==> src/rtl/mmul_host_seq.sv <==
`default_nettype none
// ============================================================================
// Module   : mmul_host_seq
// Brief    : Host-side sequencer for the word-serial modular-multiplier
//            engine. Streams operands A, B and (optionally) P into the engine,
//            pulses start, waits for ready with a timeout, and unloads the
//            result C onto a valid/ready stream.
// Revision : 1.0 - initial release
// ============================================================================
module mmul_host_seq #(
    parameter int DW    = 16,
    parameter int WORDS = 16,
    parameter int TMO   = 4096
) (
    input  logic          clk,
    input  logic          rst,
    input  logic          start,
    input  logic          keep_p,
    input  logic [DW-1:0] in_data,
    input  logic          in_valid,
    output logic          in_ready,
    output logic [DW-1:0] out_data,
    output logic          out_valid,
    input  logic          out_ready,
    output logic [DW-1:0] mm_datain,
    output logic          mm_loada,
    output logic          mm_loadb,
    output logic          mm_loadp,
    output logic          mm_en,
    input  logic          mm_rdy,
    output logic          mm_outc,
    input  logic [DW-1:0] mm_regcout,
    output logic          busy,
    output logic          done,
    output logic          err
);

    localparam int c_wcnt_w = $clog2(WORDS) + 1;
    localparam int c_tcnt_w = (TMO > 2) ? $clog2(TMO) : 1;
    localparam logic [c_wcnt_w-1:0] c_wlast = c_wcnt_w'(WORDS - 1);
    localparam logic [c_tcnt_w-1:0] c_tlast = c_tcnt_w'(TMO - 1);

    typedef enum logic [3:0] {
        S_IDLE   = 4'd0,
        S_LOAD_A = 4'd1,
        S_LOAD_B = 4'd2,
        S_LOAD_P = 4'd3,
        S_START  = 4'd4,
        S_ARM    = 4'd5,
        S_WAIT   = 4'd6,
        S_UNLOAD = 4'd7,
        S_FIN    = 4'd8
    } state_t;

    state_t                r_state;
    state_t                w_state_nxt;
    logic                  r_keep_p;
    logic [c_wcnt_w-1:0]   r_wcnt;
    logic [c_tcnt_w-1:0]   r_tcnt;
    logic                  w_load;
    logic                  w_xfer;
    logic                  w_wlast;
    logic                  w_timeout;

    // A word moves either into the engine (load states) or out of it (unload)
    assign w_load    = (r_state == S_LOAD_A) || (r_state == S_LOAD_B) ||
                       (r_state == S_LOAD_P);
    assign w_xfer    = (w_load && in_valid) || ((r_state == S_UNLOAD) && out_ready);
    assign w_wlast   = w_xfer && (r_wcnt == c_wlast);
    assign w_timeout = (r_state == S_WAIT) && !mm_rdy && (r_tcnt == c_tlast);
    assign busy      = (r_state != S_IDLE);

    // State register
    always_ff @(posedge clk or posedge rst) begin
        if (rst) begin
            r_state <= S_IDLE;
        end else begin
            r_state <= w_state_nxt;
        end
    end

    // Word counter shared by all load phases and the unload phase
    always_ff @(posedge clk or posedge rst) begin
        if (rst) begin
            r_wcnt <= '0;
        end else if (w_xfer) begin
            r_wcnt <= w_wlast ? '0 : r_wcnt + 1'b1;
        end
    end

    // Ready-wait timeout counter; cleared in ARM so each wait starts at zero
    always_ff @(posedge clk or posedge rst) begin
        if (rst) begin
            r_tcnt <= '0;
        end else if (r_state == S_ARM) begin
            r_tcnt <= '0;
        end else if (r_state == S_WAIT) begin
            r_tcnt <= r_tcnt + 1'b1;
        end
    end

    // keep_p is captured only when a start is actually accepted
    always_ff @(posedge clk or posedge rst) begin
        if (rst) begin
            r_keep_p <= 1'b0;
        end else if ((r_state == S_IDLE) && start) begin
            r_keep_p <= keep_p;
        end
    end

    // Next-state and output decode
    always_comb begin
        w_state_nxt = r_state;
        in_ready    = 1'b0;
        mm_datain   = '0;
        mm_loada    = 1'b0;
        mm_loadb    = 1'b0;
        mm_loadp    = 1'b0;
        mm_en       = 1'b0;
        mm_outc     = 1'b0;
        out_valid   = 1'b0;
        out_data    = '0;
        done        = 1'b0;
        err         = 1'b0;
        case (r_state)
            S_IDLE: begin
                if (start) w_state_nxt = S_LOAD_A;
            end
            S_LOAD_A: begin
                in_ready  = 1'b1;
                mm_datain = in_data;
                mm_loada  = in_valid;
                if (w_wlast) w_state_nxt = S_LOAD_B;
            end
            S_LOAD_B: begin
                in_ready  = 1'b1;
                mm_datain = in_data;
                mm_loadb  = in_valid;
                if (w_wlast) w_state_nxt = r_keep_p ? S_START : S_LOAD_P;
            end
            S_LOAD_P: begin
                in_ready  = 1'b1;
                mm_datain = in_data;
                mm_loadp  = in_valid;
                if (w_wlast) w_state_nxt = S_START;
            end
            S_START: begin
                mm_en       = 1'b1;
                w_state_nxt = S_ARM;
            end
            S_ARM: begin
                // Ready is ignored here: it may still be high from the last op
                w_state_nxt = S_WAIT;
            end
            S_WAIT: begin
                if (mm_rdy) begin
                    w_state_nxt = S_UNLOAD;
                end else if (w_timeout) begin
                    err         = 1'b1;
                    w_state_nxt = S_IDLE;
                end
            end
            S_UNLOAD: begin
                out_valid = 1'b1;
                out_data  = mm_regcout;
                mm_outc   = out_ready;
                if (w_wlast) w_state_nxt = S_FIN;
            end
            S_FIN: begin
                done        = 1'b1;
                w_state_nxt = S_IDLE;
            end
            default: begin
                w_state_nxt = S_IDLE;
            end
        endcase
    end

endmodule
`default_nettype wire

==> config.mk <==
export PLATFORM = sky130hd
export DESIGN_NAME = mmul_host_seq
export DESIGN_NICKNAME = d
export VERILOG_FILES = /design/src/rtl/mmul_host_seq.sv
export SDC_FILE = /design/constraint.sdc
export NUM_CORES = 1
export LEC_CHECK = 0
export CORE_ASPECT_RATIO = 1.5
export CORE_MARGIN = 2
export CORE_UTILIZATION = 30
export CTS_BUF_LIST = sky130_fd_sc_hd__clkbuf_4
export CTS_CLUSTER_SIZE = 10
export DETAILED_ROUTE_END_ITERATION = 12
export PLACE_DENSITY = 0.63
export SLEW_MARGIN = 10
export SYNTH_ARGS = -nofsm -noshare
export SYNTH_HDL_FRONTEND = slang
export SYNTH_SLANG_ARGS = --single-unit
==> constraint.sdc <==
create_clock -name clk -period 2.4 [get_ports clk]
set_clock_uncertainty 0.05 [all_clocks]
set_input_delay 0.24 -clock clk [delete_from_list [all_inputs] [get_ports clk]]
set_output_delay 0.24 -clock clk [all_outputs]
set_load 0.02 [all_outputs]
==> results of run 1 <==
==> placed cells by master, fill, tap and decap left out, types with 3 or more instances in the layout <==
cell,netlist,routed
dlymetal6s2s_1,0,15
o31ai_1,4,4
nand3_1,6,6
xor2_1,6,6
clkbuf_4,0,3
nand2_1,16,16
and2_1,33,33
inv_1,3,3
nand3b_1,3,3
nor3_1,5,5
clkdlybuf4s50_1,0,64
nor2_1,24,24
xnor2_1,5,5
buf_4,1,9
dfrtp_1,22,19
dfrtp_2,0,3
o21ai_0,5,5
==> final cells by class <==
class,instances,area (sq um)
clock buffer,3,22.5
fill,469,2340
multi-input combinational,141,898
clock inverter,1,30.0
inverter,4,15.0
sequential,22,554
timing repair buffer,89,905
tap,66,82.6
==> where the power goes <==
group | leakage, uW | switching [uW] | internal [uW] | total, uW
registers | 0.000290 | 101 | 453 | 554
logic | 0.000969 | 590 | 587 | 1180
clock network | 0.0000279 | 106 | 169 | 275
total | 0.00129 | 796 | 1210 | 2010
==> critical path: stages (launching register included) <==
cell and delay [ns]:
dfrtp_1 0.43, buf_4 0.17, nor3_1 0.17, buf_4 0.20, and2_1 0.14, clkdlybuf4s50_1 0.60
==> per-layer routing <==
metal | vias to the layer above | track usage, % | wire length, microns
met3 | 7 | 4.21 | 403
li1 | 758 | - | -
met1 | 690 | 16.4 | 1720
met5 | - | 0 | 0
met2 | 78 | 26.9 | 1950
met4 | 0 | 5.37 | 78
==> what timing repair did <==
action	CTS	global route
cloned	0	0
gates resized for setup	1	18
setup endpoints to repair	1	34
==> registers in the layout, indices dropped and copies added (netlist names) <==
register,flops
r_wcnt,5
r_state,4
r_tcnt,12
r_keep_p,1
==> cell families (layout without fill, tap and decap cells) <==
group,after synthesis,in the layout,synth area share (%)
AND/OR/NAND/NOR,107,107,40.9
flip-flops,22,22,36.2
AO/OA/AOI/OAI,20,20,9.37
XOR/XNOR,11,11,6.33
buffers and inverters,11,97,4.85
adder cells (fa/ha/maj),2,2,1.64
multiplexers,1,1,0.739
==> through the flow <==
stage | total power, uW | instances | cell area [sq um] | utilization [%] | setup WS [ns]
after floorplan | 1270 | 174 | 1520 | - | 0.448
after global placement | 1740 | 322 | 2410 | 49.8 | 0.296
after detailed placement | 1750 | 322 | 2410 | 49.8 | 0.273
after CTS | 2030 | 326 | 2470 | 50.9 | 0.0349
after global routing | 2150 | 326 | 2510 | 51.7 | 0.00459
final | 2010 | 326 | 2510 | 51.7 | 0.0951
==> final timing paths <==
kind | to | slack, ns | cells past startpoint
max | mm_datain[7] | 0.1 | 5
min | r_wcnt[3] | 0.20 | 3
max reg2reg | r_tcnt[9] | 0.63 | 6
min reg2reg | r_wcnt[3] | 0.44 | 1
max in group asynchronous | r_state[0] | 1.86 | 3
min in group clk | r_wcnt[3] | 0.44 | 1
==> reports/qor_table.md, run 1 <==
| Metric | This run | Unit |
|:---|:---|:---|
| Post-synth net total | 215 | - |
| Path category of the worst min-delay check | input pin to async pin | - |
| Main flop type after synthesis | dfrtp_1 | - |
| Max-cap viol count | 0 | - |
| Initial core utilization | 31.4 | % |
| Register area share after synthesis | 36.2 | % |
| Yosys reg bits | 22 | - |
| Vias in the first global route | 1454 | - |
| Sort of element at the end of the critical path | output pin | - |
| Die area | 0.00567 | sq mm |
| Via count normalized by instance count | 4.70 | - |
| Worst R2R Start | r_state[3] | - |
| Clock tree from TritonCTS | yes | - |
| Max-slew violation count | 0 | - |
| Data required, critical path | 2.11 | ns |
| Final period utilization | 96.0 | % |
| Status | complete, no violations | - |
| Highest ir drop seen on vdd | 0.000704 | V |
| Commonest cells post-synth | 33 x and2_1, 24 x nor2_1, 22 x dfrtp_1 | - |
| Core Area | 0.00485 | sq mm |
| Cell with the most instances after synthesis | and2_1 | - |
| Congestion Overflow GR | 0 | - |
| Post-synth top area cell | dfrtp_1 | - |
| Crit Path Max Fanout | 17 | - |
| Post-route worst hold slack | 0.199 | ns |
| Die width | 62.2 | microns |
| Critical path launch point | r_state[3] | - |
| Yosys warns | 0 | - |
| Height of the die | 91.3 | microns |
| Final period demand of the worst path | 2.30 | ns |
| Global-route wire length before repair | 6890 | microns |
| Layout area overhead | 64.7 | % |
| Share of the synthesized area in the top cell type | 36.2 | % |
| Kind of critical path | flip-flop to output pin | - |
| Setup Fix Bufs, Post-CTS | 0 | - |
| Total Neg Setup Slack | 0 | ns |
| WL/cell | 12.7 | microns |
| Clock buffers created by TritonCTS | 3 | - |
| Cell area after technology mapping | 0.00152 | sq mm |
| Via count | 1533 | - |
| Cells after Synth | 174 | - |
| Signal arrival time at the worst endpoint | 2.01 | ns |
| Hold buffers post-CTS | 0 | - |
| Fmax | 434 | MHz |
| Port-buffer cells | 80 | - |
| Remaining design rule violation count | 0 | - |
| Max-Slew Margin vs Limit | 74.5 | % |
| Total global-route track usage | 14.9 | % |
| Worst-skew pair later-pin latency | 0.31 | ns |
| Number of antenna violations at the first check in global routing | 0 | - |
| Maximum number of pins on one net before global-route repair | 23 | - |
| Share of flip-flops with an asynchronous set or reset after synthesis | 100 | % |
| Number of placed I/O pins | 81 | - |
| Mean area per synthesized cell | 8.75 | sq um |
| Drt initial violations | 55 | - |
| Post-DP HPWL | 3420 | microns |
| Distinct cell type count after synthesis | 44 | - |
| # rows | 31 | - |
| Number of setup violations in the final report | 0 | - |
| Antenna Cells | 0 | - |
| Leading post-synthesis cells by cell area | dfrtp_1 36%, and2_1 14%, nor2_1 5.9%, nand2_1 3.9%, xor2_1 3.5% | - |
| Clock transition at path regs | 0.12 | ns |
| Ratio of cells with drive above 1 in the final layout | 10.8 | % |
| Post-DRT Antenna Nets | 0 | - |
| PwrDens | 800 | mW/mm^2 |
| Final hold violation count | 0 | - |
| Routed wire length | 4150 | microns |
| Nets | 302 | - |
| CTS HTree Levels | 1 | - |
| Buffer type at the clock tree root | clkbuf_4 | - |
| Final estimated routing congestion in global placement | 0.829 | - |
| Unrepaired setup endpoints after global routing | no | - |
| Transition time at the pin with the least slew margin | 0.380 | ns |
| Clock net sink count | 22 | - |
| Static leakage | 0.00129 | uW |
| EDFF count, synth | 0 | - |
| Kind of start point of the critical path | flip-flop | - |
| Bufs on Longest Clock Path | 2 | - |
| 1st-pass router iterations | 4 | - |
Note: power is estimated with default switching activity, not from simulation.
==> run 2: changes to the inputs <==
- GPL_ROUTABILITY_DRIVEN: not set -> 0
- TNS_END_PERCENT: not set -> 20
==> results of run 2 <==
Final layout, timing and power as in run 1 (identical DEF).
==> run 3: changes to the inputs <==
- clock period: 2.4 -> 2.3 ns (I/O delays scaled with it)
==> run 3 against run 2 <==
Against the previous run: flip-flop and latch count unchanged; global-route usage decreased by 0.094 points; final area decreased by 1.3%; cell count increased by 0.31%; clock-buffer cell count unchanged; worst setup slack got worse by 0.0020 ns; core utilization decreased by 0.70 points; sequential share of layout area increased by 0.35 points; combinational power increased by 4%; hold slack got worse by 0.010 ns; critical path depth decreased by 1; highest routed layer unchanged.
==> reports/qor_table.md, run 3 (synthesis results as in run 1) <==
| Metric | This run | Unit |
|:---|:---|:---|
| Status | complete, no violations | - |
| Number of flip-flops under the largest register name | 12 | - |
| Commonest cells after routing, fill and taps aside | 45 x clkdlybuf4s50_1, 33 x and2_1, 24 x nor2_1 | - |
| Layout area overhead | 62.4 | % |
| Setup Fix Bufs, Post-CTS | 0 | - |
| PwrDens | 796 | mW/mm^2 |
| Post-DP HPWL | 3430 | microns |
| Total Neg Setup Slack | 0 | ns |
| Routed wire length | 4150 | microns |
| Terminus of the critical flop-to-flop path | r_tcnt[9] | - |
| Initial core utilization | 31.4 | % |
| Static leakage | 0.00136 | uW |
| Layout Cells excl Fill | 327 | - |
| Max-cap viol count | 0 | - |
| Drt initial violations | 100 | - |
| Final period utilization | 96.0 | % |
| Worst Reg2Reg Path Length in Cells | 6 | - |
| Signal arrival time at the worst endpoint | 1.93 | ns |
| Core Area | 0.00485 | sq mm |
| Bufs on Longest Clock Path | 2 | - |
| Number of placed I/O pins | 81 | - |
| Largest registers | r_tcnt: 12 flops, r_wcnt: 5 flops, r_state: 4 flops | - |
| Reg with most FFs | r_tcnt | - |
| Final hold violation count | 0 | - |
| Clock tree from TritonCTS | yes | - |
| Fmax | 453 | MHz |
| # rows | 31 | - |
| Kind of start point of the critical path | flip-flop | - |
| Highest ir drop seen on vdd | 0.000425 | V |
| Utilization of the core after routing | 51.0 | % |
| Crit Path Max Fanout | 17 | - |
| Antenna Cells | 0 | - |
| Vias in the first global route | 1453 | - |
| Port-buffer cells | 80 | - |
| Max-slew violation count | 0 | - |
| Die area | 0.00567 | sq mm |
| Buffer type at the clock tree root | clkbuf_4 | - |
| CTS HTree Levels | 1 | - |
| Transition time at the pin with the least slew margin | 0.400 | ns |
| Cts repair resizes | 21 | - |
| Total global-route track usage | 14.8 | % |
| Global-route wire length before repair | 6880 | microns |
| Final period demand of the worst path | 2.21 | ns |
| Nets | 303 | - |
| Ratio of cells with drive above 1 in the final layout | 11.1 | % |
| Clock net sink count | 22 | - |
| Post-route standard cell area excluding fillers | 0.00247 | sq mm |
| Via count normalized by instance count | 4.65 | - |
| 1st-pass router iterations | 4 | - |
| Number of setup violations in the final report | 0 | - |
| Worst R2R Start | r_state[0] | - |
| Height of the die | 91.3 | microns |
| Path category of the worst min-delay check | input pin to async pin | - |
| Die width | 62.2 | microns |
| Number of antenna violations at the first check in global routing | 0 | - |
| Clock buffers created by TritonCTS | 3 | - |
| Data required, critical path | 2.02 | ns |
| Count of placed standard cells including taps | 323 | - |
| Post-DRT Antenna Nets | 0 | - |
| Congestion Overflow GR | 0 | - |
| Worst-skew pair later-pin latency | 0.30 | ns |
| Hold buffers post-CTS | 0 | - |
| Maximum number of pins on one net before global-route repair | 23 | - |
| Max-Slew Margin vs Limit | 73.2 | % |
| Kind of critical path | flip-flop to output pin | - |
| Via count | 1522 | - |
| Remaining design rule violation count | 0 | - |
| WL/cell | 12.7 | microns |
| Register-to-register setup slack | 0.54 | ns |
| Commonest non-fill, non-tap cell in the layout | clkdlybuf4s50_1 | - |
| Post-route worst hold slack | 0.189 | ns |
| Slowest CP cell | clkdlybuf4s50_1 | - |
| Sort of element at the end of the critical path | output pin | - |
| Clock transition at path regs | 0.12 | ns |
| CP cell instances | nor3_1 -> buf_4 -> and2_1 -> clkdlybuf4s50_1 | - |
| Critical path's largest stage delay | 0.59 | ns |
| Post-placement cell area | 0.00242 | sq mm |
run 3: worst max-delay path: cells and delay by family, from the launching register on:
kind / cells / cell delay [ns]
buffers and inverters: 2 / 0.80
DFF: 1 / 0.48
and+or+nand+nor: 2 / 0.34
run 3: final cells by class:
type | instances | area, sq um
Clock buffer | 3 | 22.5
Timing Repair Buffer | 90 | 896
Multi-Input combinational cell | 141 | 898
Clock inverter | 1 | 3.75
Fill cell | 463 | 2370
Sequential cell | 22 | 556
Tap cell | 66 | 82.6
Inverter | 4 | 15.0
run 3: worst max path at each step:
| stage | from | to | slack, ns | depth (start not counted) |
|---|---|---|---|---|
| 3_5_place_dp | r_state[3] | err | 0.21 | 4 |
| 3_3_place_gp | r_state[3] | err | 0.18 | 4 |
| 4_1_cts | r_state[2] | mm_datain[1] | 0.008 | 4 |
| 6_report | r_state[2] | mm_datain[9] | 0.09 | 4 |
| 5_1_grt | r_state[2] | mm_datain[9] | -0.0008 | 4 |
| 2_1_floorplan | r_state[0] | err | 0.36 | 4 |
run 3: metal layers:
layer | up-vias | global-route usage [%] | wire (microns)
met5 | - | 0 | 0
met1 | 688 | 16.5 | 1670
met2 | 73 | 27.4 | 2070
met4 | 0 | 4.44 | 24
met3 | 2 | 3.59 | 380
li1 | 759 | - | -
run 3: per-stage QoR:
stage,setup WS (ns),total power [uW]
floorplan,0.358,1320
global placement,0.183,1830
detailed placement,0.212,1840
CTS,0.00806,2020
global route,-0.000815,2130
finish,0.0931,1970
run 3: where the power goes:
group,leakage [uW],switching [uW],internal [uW]
logic,0.00106,624,604
registers,0.000288,97.0,473
clock network,0.0000154,109,63.3
